==> config.mk <==
export PLATFORM = sky130hd
export DESIGN_NAME = word_uart_tx
export DESIGN_NICKNAME = d
export VERILOG_FILES = /design/src/rtl/word_uart_tx.sv
export SDC_FILE = /design/constraint.sdc
export NUM_CORES = 1
export LEC_CHECK = 0
export BUFFER_PORTS_ARGS = -buffer_cell sky130_fd_sc_hd__buf_2
export CAP_MARGIN = 25
export CORE_ASPECT_RATIO = 1.25
export CORE_UTILIZATION = 55
export CTS_BUF_LIST = sky130_fd_sc_hd__clkbuf_4 sky130_fd_sc_hd__clkbuf_8
export CTS_CLUSTER_DIAMETER = 100
export DETAILED_ROUTE_END_ITERATION = 16
export MAX_ROUTING_LAYER = met4
export PLACE_DENSITY = 0.78
export SYNTH_ARGS = -nofsm -noshare
export SYNTH_HDL_FRONTEND = slang
export SYNTH_SLANG_ARGS = --single-unit
==> constraint.sdc <==
create_clock -name clk -period 6.3 [get_ports clk]
set_clock_uncertainty 0.2 [all_clocks]
set_input_delay 0.63 -clock clk [delete_from_list [all_inputs] [get_ports clk]]
set_output_delay 0.63 -clock clk [all_outputs]
set_load 0.005 [all_outputs]
==> src/rtl/word_uart_tx.sv <==
// -----------------------------------------------------------------------------
// word_uart_tx
// Serialises a 16-bit word as two back-to-back 8N1 frames, low byte first.
// Each start, data and stop bit is held for CLKS_PER_BIT clock cycles.
//
// Parameters
//   CLKS_PER_BIT  clock cycles per serial bit (2..65535)
// Ports
//   clk            single clock, rising edge
//   rst            asynchronous active-high reset
//   data_in        word to transmit
//   data_in_valid  load strobe; accepted only while idle
//   tx             serial line, idles high
//   tx_done        one-cycle pulse in the first idle cycle after a word
//   tx_busy        high while a word is on the line
//   overrun        sticky; a new load strobe arrived while busy
// -----------------------------------------------------------------------------
module word_uart_tx #(
    parameter int CLKS_PER_BIT = 16
) (
    input  logic        clk,
    input  logic        rst,
    input  logic [15:0] data_in,
    input  logic        data_in_valid,
    output logic        tx,
    output logic        tx_done,
    output logic        tx_busy,
    output logic        overrun
);

    localparam int CW = (CLKS_PER_BIT > 1) ? $clog2(CLKS_PER_BIT) : 1;
    localparam logic [CW-1:0] CNT_MAX = CW'(CLKS_PER_BIT - 1);
    localparam logic [CW-1:0] CNT_ONE = CW'(1);

    typedef enum logic [1:0] {
        ST_IDLE  = 2'd0,
        ST_START = 2'd1,
        ST_DATA  = 2'd2,
        ST_STOP  = 2'd3
    } state_t;

    state_t         state_r, state_s;
    logic [CW-1:0]  cnt_r, cnt_s;
    logic [2:0]     bit_idx_r, bit_idx_s;
    logic           byte_idx_r, byte_idx_s;
    logic [15:0]    shreg_r, shreg_s;
    logic           tx_r, tx_s;
    logic           tx_done_r, tx_done_s;
    logic           tx_busy_r, tx_busy_s;
    logic           overrun_r, overrun_s;
    logic           valid_d_r;
    logic           bit_end_s;
    logic           strobe_s;

    assign bit_end_s = (cnt_r == CNT_MAX);
    // A held-high valid is one request: only its rising edge can flag an
    // overrun, while acceptance itself is level-based in IDLE so a held valid
    // reloads in the tx_done cycle.
    assign strobe_s  = data_in_valid & ~valid_d_r;

    assign tx      = tx_r;
    assign tx_done = tx_done_r;
    assign tx_busy = tx_busy_r;
    assign overrun = overrun_r;

    // State, datapath and registered output storage.
    always_ff @(posedge clk or posedge rst) begin
        if (rst) begin
            state_r    <= ST_IDLE;
            cnt_r      <= '0;
            bit_idx_r  <= 3'd0;
            byte_idx_r <= 1'b0;
            shreg_r    <= 16'h0000;
            tx_r       <= 1'b1;
            tx_done_r  <= 1'b0;
            tx_busy_r  <= 1'b0;
            overrun_r  <= 1'b0;
            valid_d_r  <= 1'b0;
        end else begin
            state_r    <= state_s;
            cnt_r      <= cnt_s;
            bit_idx_r  <= bit_idx_s;
            byte_idx_r <= byte_idx_s;
            shreg_r    <= shreg_s;
            tx_r       <= tx_s;
            tx_done_r  <= tx_done_s;
            tx_busy_r  <= tx_busy_s;
            overrun_r  <= overrun_s;
            valid_d_r  <= data_in_valid;
        end
    end

    // Next-state, bit-period counter, bit/byte indices and shift register.
    always_comb begin
        state_s    = state_r;
        cnt_s      = cnt_r;
        bit_idx_s  = bit_idx_r;
        byte_idx_s = byte_idx_r;
        shreg_s    = shreg_r;
        case (state_r)
            ST_IDLE: begin
                if (data_in_valid) begin
                    state_s    = ST_START;
                    shreg_s    = data_in;
                    cnt_s      = '0;
                    bit_idx_s  = 3'd0;
                    byte_idx_s = 1'b0;
                end else begin
                    state_s    = ST_IDLE;
                end
            end
            ST_START: begin
                if (bit_end_s) begin
                    state_s = ST_DATA;
                    cnt_s   = '0;
                end else begin
                    cnt_s   = cnt_r + CNT_ONE;
                end
            end
            ST_DATA: begin
                if (bit_end_s) begin
                    cnt_s     = '0;
                    // Shift after every data bit; after eight shifts the high
                    // byte sits in bits [7:0] ready for the second frame.
                    shreg_s   = {1'b0, shreg_r[15:1]};
                    bit_idx_s = bit_idx_r + 3'd1;
                    if (bit_idx_r == 3'd7) begin
                        state_s = ST_STOP;
                    end else begin
                        state_s = ST_DATA;
                    end
                end else begin
                    cnt_s = cnt_r + CNT_ONE;
                end
            end
            ST_STOP: begin
                if (bit_end_s) begin
                    cnt_s = '0;
                    if (byte_idx_r == 1'b0) begin
                        state_s    = ST_START;
                        byte_idx_s = 1'b1;
                    end else begin
                        state_s    = ST_IDLE;
                        byte_idx_s = 1'b0;
                    end
                end else begin
                    cnt_s = cnt_r + CNT_ONE;
                end
            end
            default: begin
                state_s    = ST_IDLE;
                cnt_s      = '0;
                bit_idx_s  = 3'd0;
                byte_idx_s = 1'b0;
            end
        endcase
    end

    // Output values for the next cycle, derived from the next state so the
    // line changes in the same cycle the state does.
    always_comb begin
        tx_s      = 1'b1;
        tx_done_s = 1'b0;
        tx_busy_s = 1'b0;
        overrun_s = overrun_r;
        case (state_s)
            ST_IDLE:  tx_s = 1'b1;
            ST_START: tx_s = 1'b0;
            ST_DATA:  tx_s = shreg_s[0];
            ST_STOP:  tx_s = 1'b1;
            default:  tx_s = 1'b1;
        endcase
        if (state_s != ST_IDLE) begin
            tx_busy_s = 1'b1;
        end else begin
            tx_busy_s = 1'b0;
        end
        if ((state_r == ST_STOP) && (byte_idx_r == 1'b1) && bit_end_s) begin
            tx_done_s = 1'b1;
        end else begin
            tx_done_s = 1'b0;
        end
        if (strobe_s && (state_r != ST_IDLE)) begin
            overrun_s = 1'b1;
        end else begin
            overrun_s = overrun_r;
        end
    end

endmodule

==> flow_summary.toml <==
[routing]
wl_um = 2732
vias = 1097
dr.pass1.iters = 4
viasPerCell = 5.930
post_drt_wl_per_cell_um = 14.77
drt_iter0_markers = 28
route.antenna.remaining_nets = 0
post-route-drc-count = 0

[global_route]
grt_pass1_vias = 1075
grt-ovfl-total = 0
grt_max_degree = 23
grt_pass1_wl_um = 4726
grt_use_total_pct = 22.69
antenna_found_initial = 0

[worst_setup_path]
cp.arrival_ns = 2.53
startpoint_type = "register"
worstSetupPathType = "reg2reg"
end_kind = "register"
crit_path_max_fanout = 6
cp.required_ns = 6.33

[clock_network]
hold_buffers = 0
cts_resized = 0
worstSkewPairLatency_ns = 0.32
clockBufferDepth = 2
clk_pin_slew_ns = 0.10
clock-sinks = 31
post_cts_buffers = 0
cts_tree = "built"
htree_levels = 2
cts_root_buffer = "clkbuf_4"
cts_buffers = 5

[sta]
fmax_mhz = 401.0
finalHoldViolCount = 0
tightest_slew_ns = 0.7800
slew_viol_final = 0
setup_viol = 0
slew_headroom_pct = 47.81
grt_setup_unrepaired = "false"
min_period_over_period_pct = 39.59
finalCriticalPeriod_ns = 2.494
setup_tns_ns = 0

[cells_and_area]
fin_nets = 176
fin_area_um2 = 1688
drive_gt1_share_pct = 26.32
final_core_util_pct = 67.45
area_growth_pct = 13.84
final_cell_count_no_fill = 185
nFillCells = 185
num_antenna_cells = 0

[synth]
yosysWarnings = 0
seq_area_frac_synth_pct = 52.41
synth.avg_cell_area_um2 = 11.77
synth_async_sr_flop_share_pct = 100.0
yosysUniqueCellTypes = 42
synth_seq_cells = 31
synth_edf_count = 0
synth_nets = 151
ys.flop_type = "dfrtp_1"
syn_area_um2 = 1483
synthCells = 126

[die]
die-width_um = 48.44
initial_core_util_pct = 59.25
die_y_um = 60.05
die_area_um2 = 2909
core-area_um2 = 2502
placementRows = 20
ios = 23

[power_and_ir_drop]
peakVddDrop_v = 0.0002671
p_per_area_nw_per_um2 = 410.4
p_leak_nw = 0.8178

[placed_design]
io_buffers = 22
dp_cells = 177
dp_hpwl_um = 1958
placed_cell_area_um2 = 1630
place_congestion = 0.8180

[outcome]
status = "finished clean"

[min_path]
worstHoldPathType = "in2async"

[run]
cap_violations = 0
[power by group]
part / internal, W / leakage [nW] / switching, W
Combinational: 0.000120 / 0.413 / 0.000107
Clock: 0.0000520 / 0.0361 / 0.0000639
Sequential: 0.000277 / 0.369 / 0.0000733
Total: 0.000449 / 0.818 / 0.000244
[Yosys cell counts, types with 2 or more instances]
cell type	count	area, um^2
a221o_1	15	150.1
a221oi_1	2	17.52
a22oi_1	2	15.01
a31oi_1	2	12.51
and2_1	11	68.82
and3_1	3	18.77
buf_2	4	20.02
dfrtp_1	30	750.7
ha_1	6	75.07
inv_1	7	26.28
nand2_1	7	26.28
nand3_1	2	10.01
nor2_1	2	7.510
o21ai_0	5	25.02
[cell families after synthesis]
logic type | share of synthesized area (%)
buffers and inverters | 3.882
AOI/OAI and AO/OA | 19.83
adders and majority gates | 5.063
muxes | 1.435
xor gates and xnor gates | 0.5908
DFF | 52.41
and+or+nand+nor | 16.80
[flip-flops by register name (all words and copies together), names as in the netlist]
signal,cells
shreg_r,16
cnt_r,4
bit_idx_r,3
state_r,2
byte_idx_r,1
overrun,1
tx,1
tx_busy,1
tx_done,1
valid_d_r,1
[critical path, stage by stage, from the launching register on]
cell and delay (ns):
dfrtp_1 0.43, ha_1 0.28, and4b_1 0.26, a22o_1 0.21, a221oi_1 0.35, ha_1 0.31, nor2b_1 0.13, a311oi_1 0.24
[through the flow]
stage	hold WS, ns	total power [W]	setup slack, ns
floorplan	0.2106	0.0005207	3.990
global route	0.1233	0.0007463	3.592
finish	0.1015	0.0006928	3.806
detailed placement	0.2478	0.0005772	3.784
global placement	0.2334	0.0005611	3.852
CTS	0.09917	0.0006967	3.789
[cell type report]
type | count | area (um^2) | area share, %
Sequential cell | 31 | 777.0 | 46.03
Multi-Input combinational cell | 83 | 648.1 | 38.40
Timing Repair Buffer | 23 | 137.6 | 8.154
Clock buffer | 7 | 52.55 | 3.113
Tap cell | 33 | 41.29 | 2.446
Inverter | 7 | 26.28 | 1.557
Clock inverter | 1 | 5.005 | 0.2965
[per-layer routing]
layer  GRT usage, %  share of wire (%)  up-vias
li1               -                  -      525
met1          25.17                 43      542
met2          39.24                 51       25
met3          5.089                4.0        5
met5              -                  0        -
met4          10.92                1.7        0
[path summary, 6_finish.rpt]
path,start,end,slack (ns),cells past startpoint
setup / recovery,cnt_r[0],tx,3.81,7
hold / removal,rst,shreg_r[4],0.10,2
setup reg to reg,cnt_r[0],tx,3.81,7
hold reg to reg,valid_d_r,overrun,0.26,1
max in group asynchronous,rst,tx,5.27,3
min in group clk,valid_d_r,overrun,0.26,1
[layout by cell type (no fill, tap or decap), types with 2 or more instances in the layout]
cell type and n:
a221o_1 15, a221oi_1 2, a22oi_1 2, a31oi_1 2
and2_1 11, and3_1 3, buf_2 22, clkbuf_4 7
dfrtp_1 30, ha_1 6, inv_1 7, nand2_1 7
nand3_1 2, nor2_1 2, o21ai_0 5
Note: power is estimated with default switching activity, not from simulation.
